==> src/rtl/instr_load_arbiter.sv <==
// -----------------------------------------------------------------------------
// instr_load_arbiter
//
// Front-end controller for a 32-entry instruction register. Two requesters
// share the register's single write port through a round-robin arbiter; write
// addresses are handed out sequentially and occupancy is tracked in count.
// On drain_start the loaded entries are read out in order by stepping
// read_pointer under a rd_valid/rd_ready handshake.
//
// Ports
//   clk, reset_n           clock, synchronous active-low reset
//   req_valid/req_ready    per-requester load handshake (req_ready is combinational)
//   req_opcode             packed opcodes, requester i at [OPC_W*i +: OPC_W]
//   req_operand_a/_b       packed signed operands, requester i at [OPR_W*i +: OPR_W]
//   load_en                registered write strobe to the instruction register
//   write_pointer          registered write address
//   opcode, operand_a/_b   registered write data
//   drain_start            request to read out every loaded entry
//   read_pointer           registered read address
//   rd_valid/rd_ready      drain handshake
//   drain_done             one-cycle pulse after the final drained entry
//   count, full, busy      occupancy, occupancy == DEPTH, FSM in DRAIN
// -----------------------------------------------------------------------------
module instr_load_arbiter #(
    parameter int DEPTH  = 32,
    parameter int ADDR_W = 5,
    parameter int OPC_W  = 4,
    parameter int OPR_W  = 32
) (
    input  logic                     clk,
    input  logic                     reset_n,

    input  logic [1:0]               req_valid,
    output logic [1:0]               req_ready,
    input  logic [2*OPC_W-1:0]       req_opcode,
    input  logic [2*OPR_W-1:0]       req_operand_a,
    input  logic [2*OPR_W-1:0]       req_operand_b,

    output logic                     load_en,
    output logic [ADDR_W-1:0]        write_pointer,
    output logic [OPC_W-1:0]         opcode,
    output logic signed [OPR_W-1:0]  operand_a,
    output logic signed [OPR_W-1:0]  operand_b,

    input  logic                     drain_start,
    output logic [ADDR_W-1:0]        read_pointer,
    output logic                     rd_valid,
    input  logic                     rd_ready,
    output logic                     drain_done,

    output logic [ADDR_W:0]          count,
    output logic                     full,
    output logic                     busy
);

    typedef enum logic {
        FILL  = 1'b0,
        DRAIN = 1'b1
    } state_t;

    localparam logic [ADDR_W:0] CNT_ONE   = (ADDR_W+1)'(1);
    localparam logic [ADDR_W:0] CNT_DEPTH = (ADDR_W+1)'(DEPTH);

    state_t                     state;
    state_t                     state_nxt;

    logic [ADDR_W-1:0]          wp;
    // Index of the requester granted most recently; the other one wins a tie.
    logic                       last_grant;

    logic [1:0]                 grant;
    logic                       grant_sel;
    logic                       accept;
    logic                       drain_go;
    logic                       drain_last;
    logic                       last_entry;

    logic [OPC_W-1:0]           sel_opcode;
    logic signed [OPR_W-1:0]    sel_operand_a;
    logic signed [OPR_W-1:0]    sel_operand_b;

    assign full       = (count == CNT_DEPTH);
    assign busy       = (state == DRAIN);
    // count is at least 1 whenever the FSM is in DRAIN, so count-1 never underflows there.
    assign last_entry = ({1'b0, read_pointer} == (count - CNT_ONE));

    // -------------------------------------------------------------------------
    // Arbitration and next-state decode
    // -------------------------------------------------------------------------
    always_comb begin
        state_nxt  = state;
        grant      = 2'b00;
        grant_sel  = 1'b0;
        drain_go   = 1'b0;
        drain_last = 1'b0;

        case (state)
            FILL: begin
                // drain_start takes precedence over any load request this cycle.
                if (drain_start) begin
                    if (count != '0) begin
                        drain_go  = 1'b1;
                        state_nxt = DRAIN;
                    end
                end else if (!full) begin
                    if (req_valid == 2'b11) begin
                        grant_sel = ~last_grant;
                    end else begin
                        grant_sel = req_valid[1];
                    end
                    if (req_valid != 2'b00) begin
                        grant = grant_sel ? 2'b10 : 2'b01;
                    end
                end
            end
            DRAIN: begin
                if (rd_ready && last_entry) begin
                    drain_last = 1'b1;
                    state_nxt  = FILL;
                end
            end
            default: begin
                state_nxt = FILL;
            end
        endcase

        // No grant may be observed while reset is being applied.
        if (!reset_n) begin
            grant = 2'b00;
        end
    end

    assign req_ready = grant;
    assign accept    = |grant;

    always_comb begin
        sel_opcode    = grant_sel ? req_opcode[OPC_W +: OPC_W]
                                  : req_opcode[0 +: OPC_W];
        sel_operand_a = grant_sel ? $signed(req_operand_a[OPR_W +: OPR_W])
                                  : $signed(req_operand_a[0 +: OPR_W]);
        sel_operand_b = grant_sel ? $signed(req_operand_b[OPR_W +: OPR_W])
                                  : $signed(req_operand_b[0 +: OPR_W]);
    end

    // -------------------------------------------------------------------------
    // FSM state register
    // -------------------------------------------------------------------------
    always_ff @(posedge clk) begin
        if (!reset_n) begin
            state <= FILL;
        end else begin
            state <= state_nxt;
        end
    end

    // -------------------------------------------------------------------------
    // Write-side registers: strobe, address, data, allocation and occupancy
    // -------------------------------------------------------------------------
    always_ff @(posedge clk) begin
        if (!reset_n) begin
            load_en       <= 1'b0;
            write_pointer <= '0;
            opcode        <= '0;
            operand_a     <= '0;
            operand_b     <= '0;
            wp            <= '0;
            count         <= '0;
            last_grant    <= 1'b1;
        end else begin
            load_en <= accept;
            if (accept) begin
                write_pointer <= wp;
                opcode        <= sel_opcode;
                operand_a     <= sel_operand_a;
                operand_b     <= sel_operand_b;
                // wp is ADDR_W bits wide and DEPTH == 2**ADDR_W, so it wraps naturally.
                wp            <= wp + 1'b1;
                count         <= count + CNT_ONE;
                last_grant    <= grant_sel;
            end else if (drain_last) begin
                // A completed drain frees every entry; the next load restarts at 0.
                wp    <= '0;
                count <= '0;
            end
        end
    end

    // -------------------------------------------------------------------------
    // Read-side registers: drain pointer and handshake
    // -------------------------------------------------------------------------
    always_ff @(posedge clk) begin
        if (!reset_n) begin
            read_pointer <= '0;
            rd_valid     <= 1'b0;
            drain_done   <= 1'b0;
        end else begin
            drain_done <= 1'b0;
            if (drain_go) begin
                read_pointer <= '0;
                rd_valid     <= 1'b1;
            end else if (drain_last) begin
                read_pointer <= '0;
                rd_valid     <= 1'b0;
                drain_done   <= 1'b1;
            end else if (busy && rd_ready) begin
                read_pointer <= read_pointer + 1'b1;
            end
        end
    end

endmodule

==> config.mk <==
export PLATFORM = sky130hd
export DESIGN_NAME = instr_load_arbiter
export DESIGN_NICKNAME = d
export VERILOG_FILES = /design/src/rtl/instr_load_arbiter.sv
export SDC_FILE = /design/constraint.sdc
export NUM_CORES = 1
export LEC_CHECK = 0
export CAP_MARGIN = 25
export CORE_MARGIN = 2
export CORE_UTILIZATION = 30
export CTS_BUF_LIST = sky130_fd_sc_hd__clkbuf_16
export DETAILED_ROUTE_END_ITERATION = 8
export GPL_ROUTABILITY_DRIVEN = 0
export SLEW_MARGIN = 10
export SYNTH_ARGS = -nofsm -noshare
export SYNTH_HDL_FRONTEND = slang
export SYNTH_SLANG_ARGS = --single-unit
==> constraint.sdc <==
create_clock -name clk -period 2.6 [get_ports clk]
set_input_delay 0.26 -clock clk [delete_from_list [all_inputs] [get_ports clk]]
set_output_delay 0.26 -clock clk [all_outputs]
set_load 0.02 [all_outputs]
==> out/metrics.cfg <==
[setup_path]
reg2reg_depth=9
endpoint_kind=output pin
worst-path-max-fanout=8
max_stage_delay_ps=610
slowest_stage=clkdlybuf4s50_1
critPathKind=reg2out
critical_path_arrival_ps=2210
crit_chain=inv_1 > ha_1 > or4b_4 > nor2_1 > clkdlybuf4s50_1
critPathRequiredTime_ps=2340
startpoint_type=register
rrSetupSlack_ps=310

[clock_tree]
cts_buffers=9
cts_setup_buffers=0
cts.path.max_buffers=2
cts.reportedPaths.clkPinSlew_ps=60
cts_sinks=94
cts_tree=built
hold_buffers=0
clock_latency_ps=340
htreeDepth=3
clk_root_buffer_cell=clkbuf_16

[outcome]
status=complete, no violations

[timing]
fin_crit_ps=2470
skew_ps=7.60
worst_slew_pin_slew_ps=558
rsz0062_at_grt=false
maxSlewHeadroom_pct=62.8
setup_viol=0
tns_ps=0
fmax_mhz=405
slew_viol_final=0
finalCritPeriodShare_pct=94.9
hold_viol_final=0

[cells_and_area]
diodes=0
final_core_util_pct=50.2
final_nets=883
area_growth_pct=64.2
area.sequential_sq_um=1880
drive_gt1_share_pct=6.50
multi_input_area_sq_um=2090
final_cells=919
nFillCells=1331

[logic_synthesis]
async_reset_ff_share_pct=0
synth-seq-cells=94
synth_nets=677
synthDominantCellAreaShare_pct=44.5
synth_most_common_cell=a21oi_1
synth_area_leaders=dfxtp_1 45%, a21oi_1 14%, o21ai_0 9.0%
synth-edff-count=0
synth_cell_types=37
ys_seq_area_share_pct=44.5
synthCells=530
synth_top_area_cell=dfxtp_1
ys_top_cells_by_count=117 x a21oi_1, 94 x dfxtp_1, 91 x nand2_1
mappedNetlistArea_sq_um=4230
synth-main-ff-cell=dfxtp_1
avgSynthCellArea_sq_um=7.98
synth_warnings=0

[route]
drtIter0Drc=201
firstDrtPassIters=4
drtAntennaViolNets=0
drt-total-wl_microns=14400
num_vias=4567
wire_per_inst_microns=15.6
drt_drc_violations_left=0
vias_per_cell=4.97

[place]
post-place-cells=905
post-dp-hpwl_microns=9690
io_buffers=232

[floorplanning]
die-area_sq_um=15100
coreArea_sq_um=13800
initial_utilization_pct=30.6
ioPinCount=233
fp.dieW_microns=123
floorplan.die.height_microns=123
rows=43

[grt]
grt_start_max_net_pins=82
grtUsageTotal_pct=18.7
antenna_found_initial=0
grt_overflow_total=0
grt_pass1_wl_microns=22100
first_global_vias=4497

[flow_run]
max_cap_viol_count=0

[power_and_ir_drop]
p_leak_uw=0.00274
irDropWorstVdd_mv=0.356
powerDensity_nw_per_um2=537

[worst_hold_path]
hold_depth=2
hold_path_class=in2reg

## power by group
part	internal, uW	switching (uW)
Clock	723	530
Combinational	462	424
Sequential	1530	54.9
## flip-flops by register name, indices dropped and copies added, names as in the netlist
register and count:
operand_a 32, operand_b 32, count 6, read_pointer 5, wp 5, write_pointer 5
opcode 4, busy 1, drain_done 1, last_grant 1, load_en 1, rd_valid 1
## final timing paths
| path | start | endpoint |
|---|---|---|
| min | reset_n | last_grant |
| min reg2reg | rd_valid | rd_valid |
| max reg2reg | count[0] | operand_a[9] |
| max | count[0] | full |
## cells in the final DEF, fill, tap and decap left out, drive strengths merged
| master | count |
|---|---|
| clkdlybuf4s50 | 229 |
| a21oi | 137 |
| dfxtp | 94 |
| nand2 | 92 |
| o21ai | 76 |
| buf | 11 |
| xor2 | 10 |
| nand3 | 9 |
| clkbuf | 9 |
| nor3 | 8 |
| inv | 8 |
| xnor2 | 6 |
| nand4 | 6 |
| nor3b | 6 |
| nor2 | 5 |
| a21boi | 5 |
| ha | 5 |
| and3 | 3 |
| o21a | 3 |
| o22ai | 2 |
| dlygate4sd2 | 2 |
| and2 | 2 |
| or4b | 1 |
| xnor3 | 1 |
| and3b | 1 |
| o31ai | 1 |
| nor2b | 1 |
| mux2i | 1 |
| a31oi | 1 |
| o31a | 1 |
| nor4b | 1 |
| bufinv | 1 |
| clkinv | 1 |
## cells by family (layout without fill, tap and decap cells)
logic type / after synthesis / in the layout / synth area share [%]
multiplexers: 1 / 1 / 0.237
adder cells (fa/ha/maj): 5 / 5 / 1.48
AND/OR/NAND/NOR: 135 / 135 / 14.4
flip-flops: 94 / 94 / 44.5
XOR/XNOR: 17 / 17 / 3.85
buffers and inverters: 52 / 261 / 6.07
AO/OA/AOI/OAI: 226 / 226 / 29.4
## what timing repair did
action                                  in CTS  in global routing
hold endpoints to repair                     0                  0
endpoints found under the setup margin       2                  0
gates resized for setup                      2                  0
## stage by stage
| stage | total power [uW] | worst slack (ps) | cell area [sq um] | hold slack, ps |
|---|---|---|---|---|
| floorplan | 2030 | 361 | 4230 | 394 |
| global placement | 2500 | 318 | 6670 | 448 |
| detailed placement | 2510 | 290 | 6670 | 454 |
| CTS | 3790 | 102 | 6940 | 290 |
| global route | 3910 | 38.8 | 6940 | 320 |
| finish | 3730 | 133 | 6940 | 296 |
## area by class of cell
class / instances / area share (%)
Clock buffer: 9 / 3.24
Multi-Input combinational cell: 384 / 30.1
Timing Repair Buffer: 242 / 35.3
Clock inverter: 5 / 0.667
Tap cell: 180 / 3.24
Sequential cell: 94 / 27.1
Inverter: 5 / 0.270
## critical path: cells and delay by family, from the launching register on
kind	cells	cell delay, ps
and+or+nand+nor	2	610
buffers and inverters	2	730
DFF	1	380
adders and majority gates	1	150
## routing by layer
layer	global-route usage (%)	share of wire, %
met5	0	0
met1	21.2	41
met2	32.6	49
met4	7.40	1.8
met3	5.72	8.2
(Power assumes the default switching activity.)
